File: config.mk
export PLATFORM = sky130hd
export DESIGN_NAME = slot_reel_ctrl
export DESIGN_NICKNAME = d
export VERILOG_FILES = /design/src/rtl/slot_pkg.sv /design/src/rtl/slot_reel_ctrl_scorer.sv /design/src/rtl/slot_reel_ctrl.sv
export SDC_FILE = /design/constraint.sdc
export NUM_CORES = 1
export LEC_CHECK = 0
export CAP_MARGIN = 0
export CELL_PAD_IN_SITES_DETAIL_PLACEMENT = 1
export CELL_PAD_IN_SITES_GLOBAL_PLACEMENT = 1
export CORE_MARGIN = 2
export CORE_UTILIZATION = 45
export CTS_CLUSTER_DIAMETER = 50
export DETAILED_ROUTE_END_ITERATION = 8
export PLACE_DENSITY_LB_ADDON = 0.12
export SLEW_MARGIN = 20
export SYNTH_ARGS = -nofsm -noshare
export SYNTH_HDL_FRONTEND = slang
export SYNTH_SLANG_ARGS = --single-unit
export TNS_END_PERCENT = 10
File: constraint.sdc
create_clock -name clk -period 3.59 [get_ports clk]
set_input_delay 0.359 -clock clk [delete_from_list [all_inputs] [get_ports clk]]
set_output_delay 0.359 -clock clk [all_outputs]
set_load 0.02 [all_outputs]
File: src/rtl/slot_pkg.sv
// Shared types and constants for the three-reel slot controller.
package slot_pkg;
  localparam int SYM_W = 4;
  localparam logic [SYM_W-1:0] JACKPOT_SYM = 4'd7;
  localparam logic [7:0] PAY_PAIR    = 8'd2;
  localparam logic [7:0] PAY_TRIPLE  = 8'd10;
  localparam logic [7:0] PAY_JACKPOT = 8'd50;

  typedef enum logic [1:0] {
    WIN_NONE    = 2'd0,
    WIN_PAIR    = 2'd1,
    WIN_TRIPLE  = 2'd2,
    WIN_JACKPOT = 2'd3
  } win_code_t;

  typedef enum logic [1:0] {
    ST_IDLE   = 2'd0,
    ST_SPIN   = 2'd1,
    ST_SETTLE = 2'd2,
    ST_SCORE  = 2'd3
  } state_t;
endpackage

File: src/rtl/slot_reel_ctrl_scorer.sv
// Combinational scorer: classifies a reel triple and returns its payout.
module slot_scorer
  import slot_pkg::*;
(
  input  logic [SYM_W-1:0] sym0,
  input  logic [SYM_W-1:0] sym1,
  input  logic [SYM_W-1:0] sym2,
  output win_code_t        win_code,
  output logic [7:0]       pay
);

  always_comb begin
    win_code = WIN_NONE;
    pay      = 8'd0;
    if (sym0 == sym1 && sym1 == sym2) begin
      if (sym0 == JACKPOT_SYM) begin
        win_code = WIN_JACKPOT;
        pay      = PAY_JACKPOT;
      end else begin
        win_code = WIN_TRIPLE;
        pay      = PAY_TRIPLE;
      end
    end else if (sym0 == sym1 || sym1 == sym2 || sym0 == sym2) begin
      win_code = WIN_PAIR;
      pay      = PAY_PAIR;
    end
  end

endmodule

File: src/rtl/slot_reel_ctrl.sv
// Three-reel spin controller: samples the symbol stream into staggered reels,
// scores the final triple and keeps a saturating credit bank. All outputs registered.
module slot_reel_ctrl
  import slot_pkg::*;
#(
  parameter int TICK_DIV      = 5_000_000,
  parameter int SPIN_TICKS    = 20,
  parameter int STAGGER_TICKS = 10,
  parameter int START_CREDITS = 10,
  parameter int BET           = 1
) (
  input  logic             clk,
  input  logic             reset,
  input  logic             spin,
  input  logic [SYM_W-1:0] sym_in,
  output logic [SYM_W-1:0] reel0,
  output logic [SYM_W-1:0] reel1,
  output logic [SYM_W-1:0] reel2,
  output logic             busy,
  output logic             done,
  output logic [1:0]       win_code,
  output logic [7:0]       credits,
  output logic             no_credit
);

  localparam int DW = $clog2(TICK_DIV);
  localparam int TW = $clog2(SPIN_TICKS + 2*STAGGER_TICKS + 1);
  localparam logic [DW-1:0] DIV_LAST  = DW'(TICK_DIV - 1);
  localparam logic [TW-1:0] LIVE0     = TW'(SPIN_TICKS);
  localparam logic [TW-1:0] LIVE1     = TW'(SPIN_TICKS + STAGGER_TICKS);
  localparam logic [TW-1:0] LIVE2     = TW'(SPIN_TICKS + 2*STAGGER_TICKS);
  localparam logic [TW-1:0] LAST_TCNT = TW'(SPIN_TICKS + 2*STAGGER_TICKS - 1);
  localparam logic [7:0]    BET_V     = 8'(BET);
  localparam logic [7:0]    START_V   = 8'(START_CREDITS);

  state_t           state, state_nx;
  logic [DW-1:0]    div;
  logic [TW-1:0]    tcnt;
  logic [1:0]       phase;
  logic             live1, live2;
  logic [1:0]       settle_cnt;
  logic [SYM_W-1:0] sym_clamped;
  win_code_t        score_code;
  logic [7:0]       score_pay;
  logic             accept, tick;
  logic [8:0]       credit_sum;
  logic [7:0]       credits_nx;

  assign sym_clamped = (sym_in > 4'd9) ? 4'd9 : sym_in;

  slot_scorer u_scorer (
    .sym0     (reel0),
    .sym1     (reel1),
    .sym2     (reel2),
    .win_code (score_code),
    .pay      (score_pay)
  );

  always_ff @(posedge clk or posedge reset) begin
    if (reset) state <= ST_IDLE;
    else       state <= state_nx;
  end

  always_comb begin
    state_nx   = state;
    accept     = 1'b0;
    tick       = 1'b0;
    credit_sum = {1'b0, credits} + {1'b0, score_pay};
    credits_nx = credits;
    case (state)
      ST_IDLE: begin
        if (spin && credits >= BET_V) begin
          accept     = 1'b1;
          credits_nx = credits - BET_V;
          state_nx   = ST_SPIN;
        end
      end
      ST_SPIN: begin
        tick = (div == DIV_LAST);
        if (tick && tcnt == LAST_TCNT) state_nx = ST_SETTLE;
      end
      // Three SETTLE cycles let reel1/reel2 phase samples of the last tick land.
      ST_SETTLE: begin
        if (settle_cnt == 2'd2) state_nx = ST_SCORE;
      end
      ST_SCORE: begin
        credits_nx = credit_sum[8] ? 8'hFF : credit_sum[7:0];
        state_nx   = ST_IDLE;
      end
      default: state_nx = ST_IDLE;
    endcase
  end

  always_ff @(posedge clk or posedge reset) begin
    if (reset) begin
      div        <= '0;
      tcnt       <= '0;
      phase      <= 2'd0;
      live1      <= 1'b0;
      live2      <= 1'b0;
      settle_cnt <= 2'd0;
      reel0      <= '0;
      reel1      <= '0;
      reel2      <= '0;
      busy       <= 1'b0;
      done       <= 1'b0;
      win_code   <= WIN_NONE;
      credits    <= START_V;
      no_credit  <= (START_V < BET_V);
    end else begin
      credits   <= credits_nx;
      no_credit <= (credits_nx < BET_V);
      done      <= (state == ST_SCORE);

      if (accept) begin
        div      <= '0;
        tcnt     <= '0;
        busy     <= 1'b1;
        win_code <= WIN_NONE;
      end else if (state == ST_SPIN) begin
        div <= tick ? '0 : div + 1'b1;
        if (tick) tcnt <= tcnt + 1'b1;
      end

      if (state == ST_SCORE) begin
        busy     <= 1'b0;
        win_code <= score_code;
      end

      settle_cnt <= (state == ST_SETTLE) ? settle_cnt + 2'd1 : 2'd0;

      // Liveness uses the pre-increment tick count; reel1/reel2 follow one and two cycles later.
      if (tick) begin
        if (tcnt < LIVE0) reel0 <= sym_clamped;
        live1 <= (tcnt < LIVE1);
        live2 <= (tcnt < LIVE2);
        phase <= 2'd1;
      end else if (phase == 2'd1) begin
        if (live1) reel1 <= sym_clamped;
        phase <= 2'd2;
      end else if (phase == 2'd2) begin
        if (live2) reel2 <= sym_clamped;
        phase <= 2'd0;
      end
    end
  end

endmodule

# Yosys cells after proc, flatten, opt, wreduce, memory -nomap -nowiden
# Cells that the tools add are included.
[op_classes] n_reduce_logical=15 add_sub_neg=5 n_lt_le_gt_ge=6 bitwise=2 n_eq_ne=15 n_mux=31
[op_table] op="$mux 23" count=3
[op_table] op="$mux 6" count=4
[op_table] op="$mux 8" count=3
[op_table] op="$add 23x1->23 const B" count=1
[op_table] op="$eq 23x23->1 const B" count=1
[op_table] op="$mux 2" count=11
[op_table] op="$pmux 8 s2" count=1
[op_table] op="$eq 4x4->1" count=3
[op_table] op="$lt 6x5->1 const B" count=2
[op_table] op="$add 8x8->9" count=1
[op_table] op="$eq 2x2->1 const B" count=4
[op_table] op="$ge 8x1->1 const B" count=1
[op_table] op="$lt 8x1->1 const B" count=1
[op_table] op="$pmux 2 s4" count=1
[op_table] op="$sub 8x1->8 const B" count=1
[op_table] op="$mux 1" count=7
[op_table] op="$add 6x1->6 const B" count=1
[op_table] op="$eq 6x6->1 const B" count=1
[op_table] op="$lt 6x6->1 const B" count=1
[op_table] op="$ne 2x2->1 const B" count=3
[op_table] op="$reduce_and 3->1" count=2
[op_table] op="$reduce_bool 2->1" count=3
[op_table] op="$eq 2x1->1 const B" count=2
[op_table] op="$eq 4x3->1 const B" count=1
[op_table] op="10 further kinds" count=15
[totals] inputBits=7 elab_cells=89 out_inout_bits=25 register_bits=62

# Depth between registers and ports, before layout
# Gate-level depths: netlist (run 1).
[depth] depth_word=9 ltp_mapped=12 mapped_depth_nobuf=12

# Modules after synthesis
# Synthesis (run 1) repeated with hierarchy kept, for this count alone.
[unflattened] hier_cells=396 area_unflattened_um2=3749.8
[modules_own_cells] mod="slot_reel_ctrl" n_inst=1 cells_each=369 area_per_inst_um2=3545.9
[modules_own_cells] mod="slot_scorer" n_inst=1 cells_each=27 area_per_inst_um2=203.9

# Worst setup path after synthesis (run 1)
# OpenSTA, ideal clock, no wires.
[synth_timing] kind="flip-flop to flip-flop" from="register reel0[0]" to="register no_credit" setup_time_ps=96 t_required_ps=3494 setup_slack_ps=298 n_path_buf=0 stages_incl_launch_ff=11 t_arrival_ps=3196 period_less_slack_ps=3292 cell_sequence="dfrtp_1 -> xnor2_1 -> nand4_1 -> nor3_1 -> ha_1 -> a31o_2 -> nand2b_1 -> mux4_2 -> a211o_1 -> or4b_1 -> nor4_2"
[synth_via] elab_chain_len=9
[synth_lines] element="start: declaration" line="slot_reel_ctrl.sv:16" rtl="output logic [SYM_W-1:0] reel0,"
[synth_lines] element="start signal: assignment" line="slot_reel_ctrl.sv:134" rtl="if (tcnt < LIVE0) reel0 <= sym_clamped;"
[synth_lines] element="$eq 4x4->1" line="slot_reel_ctrl_scorer.sv:15, slot_reel_ctrl_scorer.sv:23"
[synth_lines] element="$logic_or 1x1->1 (2 in series)" line="slot_reel_ctrl_scorer.sv:23" rtl="end else if (sym0 == sym1 || sym1 == sym2 || sym0 == sym2) begin"
[synth_lines] element="$mux 2" line="slot_reel_ctrl_scorer.sv:23"
[synth_lines] element="$mux 8 (*)" line="slot_reel_ctrl_scorer.sv:15" rtl="if (sym0 == sym1 && sym1 == sym2) begin"
[synth_lines] element="$add 8x8->9 (*)" line="slot_reel_ctrl.sv:68" rtl="credit_sum = {1'b0, credits} + {1'b0, score_pay};"
[synth_lines] element="$mux 8 (*)" line="slot_reel_ctrl.sv:87" rtl="credits_nx = credit_sum[8] ? 8'hFF : credit_sum[7:0];"
[synth_lines] element="$pmux 8 s2 (*)" line="slot_reel_ctrl.sv:70" rtl="case (state)"
[synth_lines] element="$lt 8x1->1 (*)" line="slot_reel_ctrl.sv:112" rtl="no_credit <= (credits_nx < BET_V);"
[synth_lines] element="end signal: assignment" line="slot_reel_ctrl.sv:109" rtl="no_credit <= (START_V < BET_V);"
[synth_lines] element="end signal: assignment" line="slot_reel_ctrl.sv:112"
[synth_lines] element="end: declaration" line="slot_reel_ctrl.sv:23" rtl="output logic no_credit"
# Mark *: on every way between the ends. The rest lies on a longest branch, timed or not.
# A chain may end at the register's enable or synchronous reset.

# Final worst setup path (run 1)
[layout_timing] from="register reel0[3]" to="register no_credit"
# Same word-level chain as after synthesis.

==> out/qor.csv, run 1 <==
metric,value,unit
vias in the first global route,3193,
CTS Sinks,62,
"Largest stage delay, worst path",0.49,ns
total power,1.37,mW
#FFs+latches synth,62,
row count,32,
CTS tree,built,
number of antenna violations at the first check in global routing,0,
Register Area,1550,sq um
Synthesized Nets,404,
Worst-Skew Late Latency,0.35,ns
global-route wire length before repair,16.1,mm
Final Slew Violations,0,
Core Region,7810,sq um
Final TNS setup,0,ns
max_slew headroom,39.1,%
DP Cell Count,512,
detailed placement HPWL,6.99,mm
# fillers,908,
run status,"complete, no violations",
Post-synth EDFFs,0,
I/O pin count,32,
Setup Skew,0.0155,ns
drt drc,0,
Multi-input gate area,1990,sq um
Pleak,1.79,nW
worst min path class,input pin to async pin,
Max Clk Rate,0.303,GHz
CP Launch Type,register,
Yosys top cell by area,dfrtp_1,
VDD IR max,0.190,mV
number of port buffers,31,
post-synthesis area per instance,9.51,sq um
die area,8880,sq um
Initial Utilization,46.9,%
Vias/cell,5.74,
Ys Warns,0,
"Slowest-stage cell, CP",mux4_2,
final period utilization,92.0,%
vias,3031,
Die W,94.2,um
number of buffers on the longest clock path,2,
"most common cell after layout, fill and taps aside",dfrtp_1,
placed cell area,4090,sq um
Netlist cell types,63,
final hold viol count,0,
clk root buf,clkbuf_8,
DRT iter0 DRCs,93,
nets,440,
DR pass1 iterations,5,
Worst Max-Slew Pin Slew,0.910,ns
Tot GR Track Use,23.6,%
CP arrival,3.56,ns
Gate Count Post-Synth,385,
routability cong.,0.812,
post-synthesis cell area,3660,sq um
largest net degree at the start of global routing,29,
Crit path required time,3.85,ns
fraction of layout cells with a size suffix above 1,11.5,%
Antenna Cells,0,
drt wl/cell,17.9,um
post-layout min period,3.30,ns
max cap viols,0,
pwr/cell area,320,nW/um^2
Finished Layout Cells,528,
register area share after synthesis,42.4,%
DIE HEIGHT,94.2,um
worst setup path class,register to register,
htree depth,3,
CP Max Fanout,6,
Synth area leaders,"dfrtp_1, xor2_1, mux2_2, ha_1, xnor2_1",
global route total overflow,0,
post-cts resize count,0,
post-CTS setup buffer count,0,
Routed Antenna Nets,0,
"CTS clk-pin slew, worst paths",0.08,ns
crit end category,register,
Hold Buf Count CTS,0,
critical path cell sequence,"xnor2_1, nand4_1, nor3_1, ha_1, a31o_2, nand2b_1, mux4_2, a211o_1, or4b_1, nor4_2",
Num CTS Buffers,9,
top cell type's share of synthesized area,41.0,%
hold slack,0.303,ns
Syn-to-layout area delta,17.1,%
final WL,9.45,mm
ys flop type,dfrtp_1,
RSZ-0062 raised after global routing,no,
"commonest non-fill, non-tap cells in the layout","dfrtp_1, nand2_1, nor2_1",
asr flop ratio synth,100,%
final instance area,4290,sq um
Finish-stage setup viols,0,
worst max-delay path: cells and delay by family, from the launching register on:
| family | cells | cell delay, ns |
|---|---|---|
| and+or+nand+nor | 5 | 1.12 |
| AOI/OAI and AO/OA | 2 | 0.60 |
| muxes | 1 | 0.49 |
| DFF | 1 | 0.48 |
| adders and majority gates | 1 | 0.33 |
| xor gates and xnor gates | 1 | 0.19 |
metal layers:
layer	track usage [%]	up-vias	share of wire (%)
li1	-	1457	-
met1	32.7	1504	48
met3	5.70	15	4.5
met2	36.1	55	46
met4	8.57	0	1.8
met5	0	-	0
logic make-up after synthesis:
family,Yosys count,synth area share [%]
AOI/OAI and AO/OA,65,12.5
xor gates and xnor gates,36,8.61
adders and majority gates,12,4.10
buffers and inverters,28,3.18
DFF,62,42.4
muxes,16,5.19
and+or+nand+nor,166,24.0
per-stage QoR:
| step | worst slack, ns | util, % |
|---|---|---|
| after floorplan | 0.298 | - |
| after global placement | 0.411 | 52.4 |
| after detailed placement | 0.295 | 52.4 |
| after CTS | 0.292 | 54.9 |
| after global routing | 0.0242 | 54.9 |
| final | 0.289 | 54.9 |
layout make-up:
class	instances	area share [%]
Multi-Input combinational cell	295	46.4
Clock inverter	7	1.69
Tap cell	102	2.98
Clock buffer	9	2.89
Inverter	15	1.31
Timing Repair Buffer	38	8.46
Sequential cell	62	36.2
path summary, 6_finish.rpt:
check / start / end / slack [ns] / cells after the start
worst min register to register: settle_cnt[0] / settle_cnt[0] / 0.43 / 1
worst min-delay path: reset / reel0[3] / 0.30 / 2
worst max register to register: reel0[3] / no_credit / 0.29 / 10
worst max-delay path: reel0[3] / no_credit / 0.29 / 10
min in group clk: settle_cnt[0] / settle_cnt[0] / 0.43 / 1
max in group asynchronous: reset / credits[1] / 2.54 / 3
sequential cells by signal, summed over array words and instances (netlist names):
name,cells
div,23
reel2,4
live1,1
done,1
state,2
no_credit,1
win_code,2
live2,1
credits,8
tcnt,6
reel0,4
reel1,4
settle_cnt,2
phase,2
busy,1
power breakdown:
part	switching [mW]	leakage, nW	internal [mW]
Combinational	0.0310	0.941	0.0223
Sequential	0.00477	0.758	0.701
Clock	0.292	0.0956	0.321
Total	0.328	1.79	1.04
synth_stat cells, types with 4 or more instances:
master / instances
and3_1: 4
nor2_1: 36
inv_1: 15
xnor2_1: 17
nand4_1: 12
a21oi_1: 11
clkbuf_1: 8
dfrtp_1: 60
nand3_1: 17
nand2_1: 38
o31ai_1: 4
nor2b_1: 7
o21ai_0: 17
o211ai_1: 4
and2_1: 4
nor4_1: 8
mux2_2: 14
or4_1: 4
nand3b_1: 4
ha_1: 12
nor3_1: 8
xor2_1: 19
Power figures use the tool's default switching activity.
==> run 2, diff against run 1 <==
CAP_MARGIN = 20   (was 0)
clock period = 3.3 ns   (was 3.59 ns; I/O delays follow)
==> out/qor.csv, run 2 (synthesized netlist as in run 1, its figures left out) <==
metric,value,unit,change
Worst R2R Start,reel2[1],,was reel0[3]
"most common cell after layout, fill and taps aside",dfrtp_1,,unchanged
fraction of layout cells with a size suffix above 1,13.6,%,was 11.5%
Int Pwr,1.22,mW,was 1.04 mW
detailed placement HPWL,6.94,mm,was 6.99 mm
critical path cell sequence,"xnor2_1, nand4_1, nor3_2, ha_1, a31o_4, nand2b_4, mux4_2, a211o_1, or4b_4, nor4_2",,"was xnor2_1, nand4_1, nor3_1, ha_1, a31o_2, nand2b_1, mux4_2, a211o_1, or4b_1, nor4_2"
final WL,9.40,mm,was 9.45 mm
worst setup path class,register to register,,unchanged
global-route wire length before repair,15.9,mm,was 16.1 mm
Clk pwr share,47.1,%,was 44.7%
"CP delay by family, top",simple AND/OR/NAND/NOR gates,,unchanged
VDD IR max,0.252,mV,was 0.190 mV
CTS Sinks,62,,unchanged
Syn-to-layout area delta,19.9,%,was 17.1%
Routed Antenna Nets,0,,unchanged
Worst-Skew Late Latency,0.35,ns,about the same
Initial Utilization,46.9,%,unchanged
max_slew headroom,43.1,%,was 39.1%
Final Slew Violations,0,,unchanged
die area,8880,sq um,unchanged
run status,"complete, no violations",,unchanged
Setup WS pre-CTS,0.0119,ns,was 0.295 ns
DRT iter0 DRCs,82,,was 93
Max Clk Rate,0.311,GHz,was 0.303 GHz
Finish-stage setup viols,0,,unchanged
Hold Buf Count CTS,0,,unchanged
final period utilization,97.3,%,was 92.0%
DIE HEIGHT,94.2,um,unchanged
Register Area,1550,sq um,unchanged
Switching Fraction,22.7,%,was 23.9%
"Slowest-stage cell, CP",mux4_2,,unchanged
placed cell area,4150,sq um,was 4090 sq um
P_sw,0.357,mW,was 0.328 mW
number of port buffers,31,,unchanged
Num CTS Buffers,9,,unchanged
"Largest stage delay, worst path",0.48,ns,was 0.49 ns
Die W,94.2,um,unchanged
Worst Setup SP,reel2[1],,was reel0[3]
CP arrival,3.48,ns,was 3.56 ns
hold slack,0.431,ns,was 0.303 ns
Worst Max-Slew Pin Slew,0.850,ns,was 0.910 ns
CP Launch Type,register,,unchanged
# fillers,883,,was 908
Tot GR Track Use,23.2,%,was 23.6%
"CTS clk-pin slew, worst paths",0.08,ns,about the same
Crit path required time,3.57,ns,was 3.85 ns
CTS tree,built,,unchanged
CP Max Fanout,5,,was 6
worst reg-to-reg setup slack,0.09,ns,was 0.29 ns
vias,3102,,was 3031
routability cong.,0.847,,was 0.812
max cap viols,0,,unchanged
clk root buf,clkbuf_8,,unchanged
vias in the first global route,3216,,was 3193
final instance area,4390,sq um,was 4290 sq um
largest net degree at the start of global routing,38,,was 29
sequential share of power,48.7,%,was 51.4%
Worst Reg-to-Reg Cells,10,,unchanged
worst min path class,register to register,,was input pin to async pin
final hold viol count,0,,unchanged
drt drc,0,,unchanged
r2r endpoint,no_credit,,unchanged
DR pass1 iterations,4,,was 5
nets,448,,was 440
Core Region,7810,sq um,unchanged
RSZ-0062 raised after global routing,yes,,was no
max reg flops,23,,unchanged
Biggest register,div,,unchanged
htree depth,3,,unchanged
Top Registers,"div (23), credits (8), tcnt (6)",,unchanged
number of antenna violations at the first check in global routing,0,,unchanged
global route total overflow,0,,unchanged
post-layout min period,3.21,ns,was 3.30 ns
"commonest non-fill, non-tap cells in the layout","dfrtp_1, nand2_1, nor2_1",,unchanged
drt wl/cell,17.5,um,was 17.9 um
pwr/cell area,358,nW/um^2,was 320 nW/um^2
row count,32,,unchanged
crit end category,register,,unchanged
Vias/cell,5.79,,was 5.74
WP buf/inv,0,,unchanged
combinational share of power,4.2,%,was 3.9%
Critical Path End,no_credit,,unchanged
Multi-input gate area,2020,sq um,was 1990 sq um
Pleak,1.86,nW,was 1.79 nW
critical path depth,10,,unchanged
Setup Skew,0.0119,ns,was 0.0155 ns
setup ws final,0.0879,ns,was 0.289 ns
I/O pin count,32,,unchanged
Antenna Cells,0,,unchanged
number of buffers on the longest clock path,2,,unchanged
run 2: cell count changes in the layout (fill, tap and decap cells not counted), sizes merged:
cell | before | now
clkbuf | 9 | 10
inv | 16 | 15
clkinvlp | 2 | 1
bufinv | 1 | 2
buf | 7 | 15
run 2: layer usage:
metal  GRT usage, %  routed length, um  part of all wire, %  vias to the layer above
li1               -                  -                    -                     1479
met1           32.0               4480                   48                     1558
met2           36.0               4380                   47                       50
met3           4.33                346                  3.7                       15
met4           9.66                199                  2.1                        0
met5              0                  0                    0                        -
run 2: final cells by class:
| class | count | area share (%) |
|---|---|---|
| flip-flops and latches | 62 | 35.4 |
| inverters | 15 | 1.28 |
| repair buffers | 46 | 9.63 |
| clock inverters | 6 | 1.97 |
| multi-input cells | 295 | 45.9 |
| well taps | 102 | 2.91 |
| clock buffers | 10 | 2.91 |
run 2: repair_timing:
item,CTS,global route
gates cloned,0,0
setup endpoints to repair,1,1
gates resized for setup,1,3
pin swaps,0,4
buffers inserted,0,1
run 2: how the worst min path moves through the flow:
stage | slack (ns) | from | cells after the start | endpoint
3_5_place_dp | 0.42 | settle_cnt[0] | 1 | settle_cnt[0]
4_1_cts | 0.43 | settle_cnt[0] | 1 | settle_cnt[0]
5_1_grt | 0.49 | settle_cnt[0] | 1 | settle_cnt[0]
6_report | 0.43 | settle_cnt[0] | 1 | settle_cnt[0]
3_3_place_gp | 0.42 | settle_cnt[0] | 1 | settle_cnt[0]
2_1_floorplan | 0.40 | settle_cnt[0] | 1 | settle_cnt[0]
run 2: power by group through the flow:
stage | Clock (mW) | Sequential, mW | Combinational, mW
floorplan | 0 | 0.784 | 0.0292
global placement | 0 | 0.780 | 0.0641
detailed placement | 0 | 0.780 | 0.0657
CTS | 0.752 | 0.765 | 0.0664
global route | 0.784 | 0.766 | 0.0729
finish | 0.740 | 0.766 | 0.0664
run 2: worst register-to-register path, stage by stage (launching register included):
cell and delay [ns]:
dfrtp_1 0.43, xnor2_1 0.19, nand4_1 0.18, nor3_2 0.22
ha_1 0.31, a31o_4 0.27, nand2b_4 0.13, mux4_2 0.48
a211o_1 0.31, or4b_4 0.48, nor4_2 0.13
run 2: per-stage QoR:
step / TNS, ns / power [mW] / instances / util, %
5_1_grt: -0.102 / 1.62 / 536 / 56.3
6_report: 0 / 1.57 / 536 / 56.3
3_3_place_gp: 0 / 0.844 / 519 / 53.1
3_5_place_dp: 0 / 0.846 / 519 / 53.1
2_1_floorplan: 0 / 0.813 / 385 / -
4_1_cts: 0 / 1.58 / 535 / 55.9
